`src/rtl/seq_pkg.sv`:
```
`default_nettype none
//------------------------------------------------------------------------------
// Module  : seq_pkg
// Brief   : States, opcodes, ALUControl one-hots and IR field positions for the
//           control-step sequencer.
// Rev     : 1.0  initial release
//------------------------------------------------------------------------------
package seq_pkg;

    typedef enum logic [3:0] {
        S_IDLE = 4'd0,
        S_T0   = 4'd1,
        S_T1   = 4'd2,
        S_T2   = 4'd3,
        S_T3   = 4'd4,
        S_T4   = 4'd5,
        S_T5   = 4'd6,
        S_T6   = 4'd7,
        S_ILL  = 4'd8
`ifdef SEQ_ALU_WAIT_EN
        ,S_T4W = 4'd9
`endif
    } state_t;

    typedef enum logic [1:0] {
        CLS_ILL    = 2'd0,
        CLS_ALU    = 2'd1,
        CLS_MULDIV = 2'd2
    } opclass_t;

    localparam logic [4:0] C_OP_ADD = 5'b00011;
    localparam logic [4:0] C_OP_SUB = 5'b00100;
    localparam logic [4:0] C_OP_AND = 5'b00101;
    localparam logic [4:0] C_OP_OR  = 5'b00110;
    localparam logic [4:0] C_OP_SHR = 5'b00111;
    localparam logic [4:0] C_OP_SHL = 5'b01000;
    localparam logic [4:0] C_OP_MUL = 5'b01001;
    localparam logic [4:0] C_OP_DIV = 5'b01010;

    localparam logic [11:0] C_ALU_ADD = 12'h001;
    localparam logic [11:0] C_ALU_SUB = 12'h002;
    localparam logic [11:0] C_ALU_MUL = 12'h004;
    localparam logic [11:0] C_ALU_DIV = 12'h008;
    localparam logic [11:0] C_ALU_AND = 12'h010;
    localparam logic [11:0] C_ALU_OR  = 12'h020;
    localparam logic [11:0] C_ALU_SHR = 12'h040;
    localparam logic [11:0] C_ALU_SHL = 12'h080;

    localparam int C_IR_OP_MSB = 31;
    localparam int C_IR_OP_LSB = 27;
    localparam int C_IR_RA_MSB = 26;
    localparam int C_IR_RA_LSB = 23;
    localparam int C_IR_RB_MSB = 22;
    localparam int C_IR_RB_LSB = 19;
    localparam int C_IR_RC_MSB = 18;
    localparam int C_IR_RC_LSB = 15;

    function automatic logic [15:0] onehot16(input logic [3:0] n);
        return 16'h0001 << n;
    endfunction

endpackage
`default_nettype wire

```
`src/rtl/seq_ir_decode.sv`:
```
`default_nettype none
//------------------------------------------------------------------------------
// Module  : seq_ir_decode
// Brief   : Combinational IR decode to opcode class, register one-hots and ALU op.
// Rev     : 1.0  initial release
//------------------------------------------------------------------------------
module seq_ir_decode
    import seq_pkg::*;
(
    input  logic [31:0] i_ir,
    output opclass_t    o_class,
    output logic [15:0] o_ra_oh,
    output logic [15:0] o_rb_oh,
    output logic [15:0] o_rc_oh,
    output logic [11:0] o_alu_ctl,
    output logic        o_illegal
);

    logic [4:0] w_op;
    logic       w_unused_ir;

    assign w_op        = i_ir[C_IR_OP_MSB:C_IR_OP_LSB];
    assign o_ra_oh     = onehot16(i_ir[C_IR_RA_MSB:C_IR_RA_LSB]);
    assign o_rb_oh     = onehot16(i_ir[C_IR_RB_MSB:C_IR_RB_LSB]);
    assign o_rc_oh     = onehot16(i_ir[C_IR_RC_MSB:C_IR_RC_LSB]);
    assign o_illegal   = (o_class == CLS_ILL);
    assign w_unused_ir = ^i_ir[14:0];

    always_comb begin
        o_class   = CLS_ALU;
        o_alu_ctl = 12'h000;
        case (w_op)
            C_OP_ADD: o_alu_ctl = C_ALU_ADD;
            C_OP_SUB: o_alu_ctl = C_ALU_SUB;
            C_OP_AND: o_alu_ctl = C_ALU_AND;
            C_OP_OR:  o_alu_ctl = C_ALU_OR;
            C_OP_SHR: o_alu_ctl = C_ALU_SHR;
            C_OP_SHL: o_alu_ctl = C_ALU_SHL;
            C_OP_MUL: begin
                o_class   = CLS_MULDIV;
                o_alu_ctl = C_ALU_MUL;
            end
            C_OP_DIV: begin
                o_class   = CLS_MULDIV;
                o_alu_ctl = C_ALU_DIV;
            end
            default:  o_class = CLS_ILL;
        endcase
    end

endmodule
`default_nettype wire

```
`src/rtl/mul_step_sequencer.sv`:
```
`default_nettype none
//------------------------------------------------------------------------------
// Module  : mul_step_sequencer
// Brief   : Hardwired fetch/execute control-step sequencer (ALU, MUL/DIV).
//           Define SEQ_ALU_WAIT_EN to add the T4W wait on alu_done for MUL/DIV.
// Rev     : 1.0  initial release
//------------------------------------------------------------------------------
module mul_step_sequencer
    import seq_pkg::*;
(
    input  logic        clk,
    input  logic        clr,
    input  logic        run,
    input  logic [31:0] IR,
    input  logic        mem_ready,
    input  logic        alu_done,
    output logic        PCout,
    output logic        MARin,
    output logic        IncPC,
    output logic        PCin,
    output logic        MDRRead,
    output logic        MDRin,
    output logic        MDRout,
    output logic        IRin,
    output logic        Yin,
    output logic        Zin,
    output logic        Zlowout,
    output logic        Zhighout,
    output logic        LOin,
    output logic        HIin,
    output logic [15:0] Rout,
    output logic [15:0] Rin,
    output logic [11:0] ALUControl,
    output logic        busy,
    output logic        done,
    output logic        illegal
);

    state_t      r_state;
    state_t      w_next;
    logic        r_t1_seen;
    opclass_t    w_class;
    logic [15:0] w_ra_oh;
    logic [15:0] w_rb_oh;
    logic [15:0] w_rc_oh;
    logic [11:0] w_alu_ctl;
    logic        w_illegal_op;

`ifndef SEQ_ALU_WAIT_EN
    logic w_unused_alu_done;
    assign w_unused_alu_done = alu_done;
`endif

    seq_ir_decode u_dec (
        .i_ir      (IR),
        .o_class   (w_class),
        .o_ra_oh   (w_ra_oh),
        .o_rb_oh   (w_rb_oh),
        .o_rc_oh   (w_rc_oh),
        .o_alu_ctl (w_alu_ctl),
        .o_illegal (w_illegal_op)
    );

    // r_t1_seen marks a stalled T1 so PCin/Zlowout fire only on its first cycle
    always_ff @(posedge clk) begin
        if (clr) begin
            r_state   <= S_IDLE;
            r_t1_seen <= 1'b0;
        end else begin
            r_state   <= w_next;
            r_t1_seen <= (r_state == S_T1);
        end
    end

    always_comb begin
        w_next     = r_state;
        PCout      = 1'b0;
        MARin      = 1'b0;
        IncPC      = 1'b0;
        PCin       = 1'b0;
        MDRRead    = 1'b0;
        MDRin      = 1'b0;
        MDRout     = 1'b0;
        IRin       = 1'b0;
        Yin        = 1'b0;
        Zin        = 1'b0;
        Zlowout    = 1'b0;
        Zhighout   = 1'b0;
        LOin       = 1'b0;
        HIin       = 1'b0;
        Rout       = 16'h0000;
        Rin        = 16'h0000;
        ALUControl = 12'h000;
        done       = 1'b0;
        illegal    = 1'b0;
        busy       = (r_state != S_IDLE);
        case (r_state)
            S_IDLE: if (run) w_next = S_T0;
            S_T0: begin
                PCout  = 1'b1;
                MARin  = 1'b1;
                IncPC  = 1'b1;
                Zin    = 1'b1;
                w_next = S_T1;
            end
            S_T1: begin
                MDRRead = 1'b1;
                MDRin   = 1'b1;
                PCin    = !r_t1_seen;
                Zlowout = !r_t1_seen;
                if (mem_ready) w_next = S_T2;
            end
            S_T2: begin
                MDRout = 1'b1;
                IRin   = 1'b1;
                w_next = S_T3;
            end
            S_T3: begin
                if (w_illegal_op) begin
                    w_next = S_ILL;
                end else begin
                    Rout   = w_rb_oh;
                    Yin    = 1'b1;
                    w_next = S_T4;
                end
            end
            S_T4: begin
                Rout       = w_rc_oh;
                Zin        = 1'b1;
                ALUControl = w_alu_ctl;
`ifdef SEQ_ALU_WAIT_EN
                w_next     = (w_class == CLS_MULDIV) ? S_T4W : S_T5;
`else
                w_next     = S_T5;
`endif
            end
`ifdef SEQ_ALU_WAIT_EN
            S_T4W: begin
                ALUControl = w_alu_ctl;
                if (alu_done) w_next = S_T5;
            end
`endif
            S_T5: begin
                Zlowout = 1'b1;
                if (w_class == CLS_MULDIV) begin
                    LOin   = 1'b1;
                    w_next = S_T6;
                end else begin
                    Rin    = w_ra_oh;
                    done   = 1'b1;
                    w_next = run ? S_T0 : S_IDLE;
                end
            end
            S_T6: begin
                Zhighout = 1'b1;
                HIin     = 1'b1;
                done     = 1'b1;
                w_next   = run ? S_T0 : S_IDLE;
            end
            S_ILL: begin
                illegal = 1'b1;
                w_next  = S_IDLE;
            end
            default: w_next = S_IDLE;
        endcase
    end

endmodule
`default_nettype wire
```
`config.mk`:
```
export PLATFORM = sky130hd
export DESIGN_NAME = mul_step_sequencer
export DESIGN_NICKNAME = d
export VERILOG_FILES = /design/src/rtl/seq_pkg.sv /design/src/rtl/seq_ir_decode.sv /design/src/rtl/mul_step_sequencer.sv
export SDC_FILE = /design/constraint.sdc
export NUM_CORES = 1
export LEC_CHECK = 0
export BUFFER_PORTS_ARGS = -buffer_cell sky130_fd_sc_hd__buf_2
export CORE_ASPECT_RATIO = 1.25
export CORE_MARGIN = 2
export CORE_UTILIZATION = 35
export DETAILED_ROUTE_END_ITERATION = 8
export GPL_ROUTABILITY_DRIVEN = 0
export PLACE_DENSITY = 0.93
export SLEW_MARGIN = 20
export SYNTH_ARGS = -nofsm -noshare
export SYNTH_HDL_FRONTEND = slang
export SYNTH_SLANG_ARGS = --single-unit
export TNS_END_PERCENT = 100
```
`constraint.sdc`:
```
create_clock -name clk -period 1.7 [get_ports clk]
set_input_delay 0.17 -clock clk [delete_from_list [all_inputs] [get_ports clk]]
set_output_delay 0.17 -clock clk [all_outputs]
set_load 0.03 [all_outputs]
```
* Yosys cells after proc, flatten, opt, wreduce, memory -nomap -nowiden *
Cells that the tools add are included.

storage, ports and cells
  bits in registers = 5
  word-level logic and storage cells = 59
  output and inout port bits = 61

operators by class
  equal/unequal tests = 19
  shifts and indexed selects = 3
  mux-type cells = 27
  reductions and logical operators = 8

operators with widths
  operator                number
  $pmux W8 S8             1
  $mux W16                3
  $shl A1 B4 Y16 const A  3
  $pmux W16 S2            1
  $pmux W4 S8             1
  $eq A5 B3 Y1 const B    4
  $eq A4 B3 Y1 const B    4
  $eq A5 B4 Y1 const B    3
  $mux W1                 13
  $mux W12                1
  $mux W4                 3
  $eq A4 B2 Y1 const B    2
  $reduce_or A6 Y1        1
  $eq A5 B2 Y1 const B    1
  $eq A4 B1 Y1 const B    1
  $eq A4 B4 Y1 const B    1
  $logic_not A4 Y1        1
  $ne A2 B2 Y1 const B    2
  $pmux W1 S2             2
  $pmux W2 S2             1
  $reduce_bool A4 Y1      1
  $reduce_or A2 Y1        2
  $mux W3                 1
  $eq A2 B2 Y1 const B    1
  3 further kinds         3

* Depth between registers and ports, before layout *
Gate-level depths: netlist of the first run.

  depth in word-level cells = 6
  depth in mapped cells = 6
  depth with buffers taken out = 4

* Hierarchy *
From an unflattened synthesis of the first run, not the netlist that was laid out.

second synthesis, totals
  cell total of the unflattened synthesis = 207
  area total of the unflattened synthesis = 1290.0 µm²

by module, submodules not included
  module              times used  area an instance (µm²)  cells each
  mul_step_sequencer  1           810.8                   114
  seq_ir_decode       1           479.2                   93

* Worst setup path after synthesis of the first run *
OpenSTA, ideal clock, no wires.

  kind = reg-to-output
  start = register r_state[0]
  end = output MDRout
  slack = -0.573 ns
  cell stages (with the launch flop) = 4
  arrival = 2.103 ns
  path buffers = 2
  cell sequence = dfxtp_1 clkbuf_1 nor4b_1 buf_4

on the way
  word-level cells in the longest chain between the ends = 2

ends and longest elaborated chain
  what                    line                      source
  from (decl)             mul_step_sequencer.sv:39  state_t r_state;
  from (signal assigned)  mul_step_sequencer.sv:70  r_state <= w_next;
  $eq A4 B2 Y1            n/a
  $mux W1                 n/a
  to (decl)               mul_step_sequencer.sv:23  output logic MDRout,

Every way passes these cells.

* Worst setup path in the final report of the first run *
  start = register r_state[1]
  end = output Rout[1]

on the way
  word-level cells in the longest chain between the ends = 2

ends and longest elaborated chain
  what            line                      source
  $eq A4 B3 Y1    mul_step_sequencer.sv:97  case (r_state)
  $pmux W16 S2 *  mul_step_sequencer.sv:97
  to (decl)       mul_step_sequencer.sv:31  output logic [15:0] Rout,

Mark *: on every way between the ends. The rest lies on a longest branch, timed or not.

==> impl_metrics.csv, run 1 <==
group,metric,value,unit
outcome,outcome,"finished, violations left",
outcome,violations,"setup timing",
cells_and_area,area_growth,135.2,%
cells_and_area,num-nets-final,274,
route,detailroute.wirelength.met3,440,um
synth,netlist_top_cells_count,"nor2_1 (29), o22ai_1 (17), nand2_1 (11)",
timing,report.final.hold_viol_count,0,
hold_path,timing.hold.worst.class,"in2reg",
timing,tns,-4.224,ns
pwr,p_leak,0.9088,nW
route,detail-route-antenna-nets,0,
critical_path,critPathCaptureType,"output pin",
route,dr_wl_met2,2.595,mm
clocking,max-clock-path-buffers,2,
critical_path,crit_path_max_fo,4,
synth,post-synth-top-area-cell,"nor2_1",
synth,post_synth_main_area_contributors,"nor2_1 (12%), o22ai_1 (12%), dfxtp_1 (11%), buf_4 (7.4%), nand2b_1 (4.8%)",
placed_design,io_buffers,77,
grt,grt_pass1_vias,1401,
run,maxCapViolations,0,
die,floorplan.initialDensity,37.09,%
timing,timing.final.ws_setup,-0.2381,ns
pwr,max-vdd-ir-drop,0.2543,mV
hold_path,whs_path_depth,2,
synth,mean_area_per_synthesized_cell,6.738,sq um
pwr,fin_total_pwr,0.6934,mW
route,via_count,1546,
placed_design,place.detailed.hpwl,2.775,mm
placed_design,dp_cells,255,
synth,yosysSeqAreaShare,11.00,%
clocking,numCtsBuffers,3,
timing,final-max-slew-violation-count,0,
critical_path,startpoint_type,"flip-flop",
route,drt-total-wl,4.749,mm
die,die_area,0.003025,sq mm
placed_design,dpl_cell_area,0.001634,sq mm
synth,synth_edf_count,0,
route,drtPass1Iterations,6,
die,dieWidth,49.60,um
die,ioPinCount,98,
clocking,tritoncts,"yes",
timing,finalWorstPathRequiredPeriod,1.938,ns
synth,synth.most_common_cell,"nor2_1",
route,post_drt_via_cell_ratio,5.747,
clocking,clockRootBuffer,"clkbuf_4",
timing,setup_skew_after_layout,0.002092,ns
pwr,powerDensity,324.1,mW/mm^2
grt,number_of_antenna_violations_at_the_first_check_in_global_routing,0,
route,highest_layer,"met4",
die,core.rowCount,20,
clocking,path_clk_slew,0.05,ns
cells_and_area,final_core_util,87.24,%
grt,maximum_number_of_pins_on_one_net_before_global_route_repair,12,
timing,finalCritPeriodShare,114.0,%
synth,synthDominantCellAreaShare,11.97,%
synth,syn_inst,135,
route,drt_iter0_drc,61,
critical_path,critical_path_class,"reg2out",
timing,setup_repair_after_global_routing_missed_its_margin,"true",
route,drt-met1-wl,1.530,mm
synth,yosys_most_used_dff,"dfxtp_1",
timing,setup_viol_count_final,39,
route,drc_markers,0,
placed_design,pre_cts_slack,-0.06332,ns
cells_and_area,drive_above_1_share,69.92,%
synth,postSynthRegisterBits,5,
die,core_area,0.002452,sq mm
grt,globalRouteOverflowTotal,0,
cells_and_area,finish.instance_area,0.002140,sq mm
die,fp.dieH,61.00,um
critical_path,critPathArrivalTime,1.77,ns
synth,syn_area,909.6,sq um
cells_and_area,post_layout_nonfiller_instances,269,
cells_and_area,diodes,0,
timing,final.hold.worst_slack,0.1299,ns
grt,grt_pass1_wl,6.134,mm
clocking,cts.sinks,5,
critical_path,required,1.53,ns
synth,netlist-cell-type-count,43,
grt,overall_track_demand_over_capacity_in_global_routing,26.19,%
timing,maxClockFrequency,516.0,MHz
clocking,htreeDepth,1,
clocking,clk_latency_worst_skew_pair,0.25,ns
critical_path,reg2regPathDepth,5,
synth,share_of_async_settable_or_async_resettable_flops_after_synthesis,0,%
route,routed_wire_length_per_instance,17.65,um
synth,ys_warn_count,0,
cell usage in the layout (no fill, tap or decap), drive strengths merged, types with 5 or more instances in the layout:
| master | instances |
|---|---|
| dfxtp | 5 |
| nand2 | 11 |
| o22ai | 17 |
| nor2 | 29 |
| buf | 106 |
| nand2b | 8 |
| nor3 | 8 |
| nor3b | 5 |
power by group:
| group | internal [mW] | switching (mW) |
|---|---|---|
| registers | 0.126 | 0.00957 |
| clock network | 0.0892 | 0.0565 |
| logic | 0.154 | 0.258 |
cell families (layout without fill, tap and decap cells):
group / after synthesis / count (layout) / share of synthesized area, %
simple gates: 89 / 89 / 57.63
compound gates: 23 / 23 / 16.92
buf+inv: 14 / 112 / 10.45
flops: 5 / 5 / 11.00
mux: 2 / 2 / 2.613
other cells: 1 / 4 / 0.4123
xor+xnor: 1 / 1 / 0.9630
critical path, stage by stage (launching register included):
cell and delay [ns]:
dfxtp_4 0.36, nor3b_4 0.24, nand2_1 0.13, or3_4 0.41
o22ai_2 0.20, buf_6 0.17
worst paths after layout:
kind | start | to | slack (ns)
min | clr | r_t1_seen$_SDFF_PP0_ | 0.13
max reg2reg | r_state[1]$_SDFFE_PP0P_ | r_state[0]$_SDFFE_PP0P_ | 0.41
max | r_state[1]$_SDFFE_PP0P_ | Rout[1] | -0.24
min reg2reg | r_state[2]$_SDFFE_PP0P_ | r_state[1]$_SDFFE_PP0P_ | 0.73
what timing repair did:
item                                    in CTS  in global routing
cloned                                       0                  0
pin swaps                                   21                 11
hold buffers                                 0                  0
setup buffers                                7                  3
endpoints found under the setup margin      46                 44
gates resized for setup                     81                 34
metal layers:
layer	track usage, %	up-vias
met2	54.48	113
met4	13.10	0
li1	-	686
met1	23.74	728
met5	0	-
met3	5.665	19
cell type report:
class | instances | area, sq um
timing repair buffer | 106 | 842.1
sequential | 5 | 108.9
fill | 133 | 312.8
multi-input combinational | 119 | 1114
clock buffer | 4 | 26.28
tap | 33 | 41.29
inverter | 2 | 7.507
registers in the layout, summed over array words and instances (netlist names):
register / cells
r_state: 4
r_t1_seen: 1
Note: power is estimated with default switching activity, not from simulation.
==> run 2: changes to the inputs <==
--- a/config.mk
+++ b/config.mk
@@ -6,14 +6,15 @@
 export NUM_CORES = 1
 export LEC_CHECK = 0
 export BUFFER_PORTS_ARGS = -buffer_cell sky130_fd_sc_hd__buf_2
-export CORE_ASPECT_RATIO = 1.25
+export CORE_ASPECT_RATIO = 0.9
 export CORE_MARGIN = 2
-export CORE_UTILIZATION = 35
+export CORE_UTILIZATION = 40
 export DETAILED_ROUTE_END_ITERATION = 8
 export GPL_ROUTABILITY_DRIVEN = 0
-export PLACE_DENSITY = 0.93
+export PLACE_DENSITY = 0.92
 export SLEW_MARGIN = 20
 export SYNTH_ARGS = -nofsm -noshare
 export SYNTH_HDL_FRONTEND = slang
+export SYNTH_HIERARCHICAL = 1
 export SYNTH_SLANG_ARGS = --single-unit
 export TNS_END_PERCENT = 100
==> impl_metrics.csv, run 2 <==
group,metric,value,unit
outcome,outcome,"finished, violations left",
outcome,violations,"setup timing",
clocking,cts.hold.buffers_added,0,
critical_path,crit_path_max_fo,8,
route,drt-total-wl,5.711,mm
grt,grt_pass1_vias,1533,
synth,netlist-cell-type-count,38,
cells_and_area,drive_above_1_share,53.27,%
clocking,path_clk_slew,0.05,ns
timing,tns,-1.355,ns
route,drt_iter0_drc,205,
synth,post-synth-top-area-cell,"and2_1",
pwr,power.internal,0.4052,mW
cells_and_area,largest-register,"r_state",
hold_path,timing.hold.worst.class,"in2reg",
timing,finalWorstPathRequiredPeriod,1.821,ns
pwr,power_switching_share,47.07,%
critical_path,startpoint_type,"flip-flop",
grt,number_of_antenna_violations_at_the_first_check_in_global_routing,0,
timing,setup_skew_after_layout,0.008544,ns
grt,maximum_number_of_pins_on_one_net_before_global_route_repair,26,
pwr,share_comb_of_total_power,60.7,%
timing,finalCritPeriodShare,107.1,%
critical_path,required,1.53,ns
pwr,total_switching_power,0.3604,mW
route,post_drt_via_cell_ratio,5.655,
cells_and_area,layout_common_cells,"buf_2 (38), nor2_1 (36), buf_4 (35)",
route,routed_wire_length_per_instance,16.41,um
timing,setup_viol_count_final,24,
die,floorplan.initialDensity,42.06,%
timing,final-max-slew-violation-count,0,
critical_path,critPathCaptureType,"output pin",
synth,synthDominantCellAreaShare,14.06,%
grt,overall_track_demand_over_capacity_in_global_routing,22.68,%
timing,timing.final.ws_setup,-0.1209,ns
run,maxCapViolations,0,
clocking,tritoncts,"yes",
synth,postSynthRegisterBits,5,
synth,synth.most_common_cell,"nor2_1",
cells_and_area,layout.cells.most_common,"buf_2",
timing,setup_repair_after_global_routing_missed_its_margin,"true",
route,drc_markers,0,
die,die_area,0.003696,sq mm
synth,synth_edf_count,0,
placed_design,io_buffers,77,
route,detail-route-antenna-nets,0,
critical_path,cp_top_family,"simple AND/OR/NAND/NOR gates",
grt,grt_pass1_wl,6.824,mm
clocking,htreeDepth,1,
die,core.rowCount,19,
pwr,p_leak,1.100,nW
clocking,clockRootBuffer,"clkbuf_4",
clocking,numCtsBuffers,3,
die,core_area,0.003067,sq mm
critical_path,slowest_stage,"dfxtp_4",
synth,syn_inst,207,
synth,mean_area_per_synthesized_cell,6.232,sq um
synth,post_synth_main_area_contributors,"and2_1 (14%), nor2_1 (10%), nor3_1 (10%), nand2b_1 (9.7%), a22o_1 (8.8%)",
critical_path,crit_chain,"nor4b_4, and2_4, clkbuf_16, a22o_2, buf_6",
critical_path,critical_path_class,"reg2out",
pwr,max-vdd-ir-drop,0.2194,mV
critical_path,cpPeakStageDelay,0.38,ns
cells_and_area,diodes,0,
pwr,powerDensity,327.0,mW/mm^2
synth,syn_area,0.001290,sq mm
timing,maxClockFrequency,549.2,MHz
synth,yosysSeqAreaShare,7.759,%
critical_path,critical_path_buf_inv_count,2,
synth,yosys_most_used_dff,"dfxtp_1",
clocking,max-clock-path-buffers,2,
die,fp.dieH,57.88,um
placed_design,pre_cts_slack,-0.07415,ns
cells_and_area,biggestRegsByFlops,"r_state: 4 flops, r_t1_seen: 1 flops",
pwr,power_frac_clock,19.4,%
route,drtPass1Iterations,7,
clocking,clk_latency_worst_skew_pair,0.26,ns
placed_design,place.detailed.hpwl,3.147,mm
synth,netlist_top_cells_count,"nor2_1 (36), and2_1 (29), nor3_1 (26)",
die,dieWidth,63.86,um
pwr,seqPwrFrac,19.9,%
critical_path,critPathArrivalTime,1.65,ns
grt,globalRouteOverflowTotal,0,
cells_and_area,num-nets-final,344,
synth,ys_warn_count,6,
clocking,cts.sinks,5,
synth,share_of_async_settable_or_async_resettable_flops_after_synthesis,0,%
cells_and_area,area_growth,81.47,%
die,ioPinCount,98,
cells_and_area,max_ffs_per_register,4,
timing,report.final.hold_viol_count,0,
route,via_count,1968,
## run 2: cell count changes after synthesis, moves of 3 or more
cell,delta
and2_1,+27
o22ai_1,-16
nor2_1,+7
nand2b_1,+13
nand4b_1,-3
nor3_1,+18
a22o_1,+13
buf_2,+4
a21oi_1,+4
## run 2: timing repair
action                     4_1_cts  5_1_grt
setup endpoints to repair       49       43
gates resized for setup         45       61
pin swaps                        1       17
gates cloned                     0        3
setup buffers                    1        6
## run 2: logic make-up after synthesis
kind of cell / share of synthesized area, %
other: 0.2907
buffers and inverters: 10.96
AO/OA/AOI/OAI: 16.00
XOR/XNOR: 0.6791
AND/OR/NAND/NOR: 62.56
flip-flops: 7.760
multiplexers: 1.746
## run 2: worst paths after layout
kind | start | slack [ns] | cells past startpoint | end
min reg2reg | r_state[0]$_SDFFE_PP0P_ | 0.69 | 3 | r_state[1]$_SDFFE_PP0P_
max | r_state[0]$_SDFFE_PP0P_ | -0.12 | 5 | Rout[9]
min | clr | 0.12 | 2 | r_state[3]$_SDFFE_PP0P_
max reg2reg | r_state[1]$_SDFFE_PP0P_ | 0.21 | 4 | r_state[0]$_SDFFE_PP0P_
## run 2: layout make-up
| cell class | count | area [sq um] |
|---|---|---|
| inverters | 4 | 15.01 |
| well taps | 42 | 52.55 |
| multi-input cells | 183 | 1241 |
| flip-flops and latches | 5 | 110.1 |
| clock buffers | 4 | 26.28 |
| fillers | 207 | 725.7 |
| repair buffers | 110 | 895.9 |
## run 2: power by group through the flow
stage | Sequential (mW) | Clock, mW | Combinational [mW]
after detailed placement | 0.151 | 0 | 0.382
after global routing | 0.153 | 0.157 | 0.494
final | 0.152 | 0.149 | 0.465
after global placement | 0.150 | 0 | 0.372
after floorplan | 0.143 | 0 | 0.263
after CTS | 0.151 | 0.143 | 0.394
## run 2: through the flow
stage          hold slack [ns]  total power [mW]  area [sq um]  instances  utilization [%]
6_report                0.1160            0.7656          2341        348            76.34
4_1_cts                 0.1117            0.6889          2011        339            65.57
3_5_place_dp            0.3728            0.5334          1851        334            60.34
2_1_floorplan           0.2424            0.4056          1341        210                -
5_1_grt                 0.1180            0.8031          2341        348            76.34
3_3_place_gp            0.3713            0.5218          1851        334            60.34
## run 2: per-layer routing
| metal | vias to the layer above | global-route usage [%] | share of wire (%) |
|---|---|---|---|
| met5 | - | 0 | 0 |
| met4 | 0 | 5.590 | 2.8 |
| met3 | 19 | 3.495 | 6.7 |
| met2 | 111 | 41.07 | 51 |
| met1 | 935 | 28.20 | 40 |
| li1 | 903 | - | - |
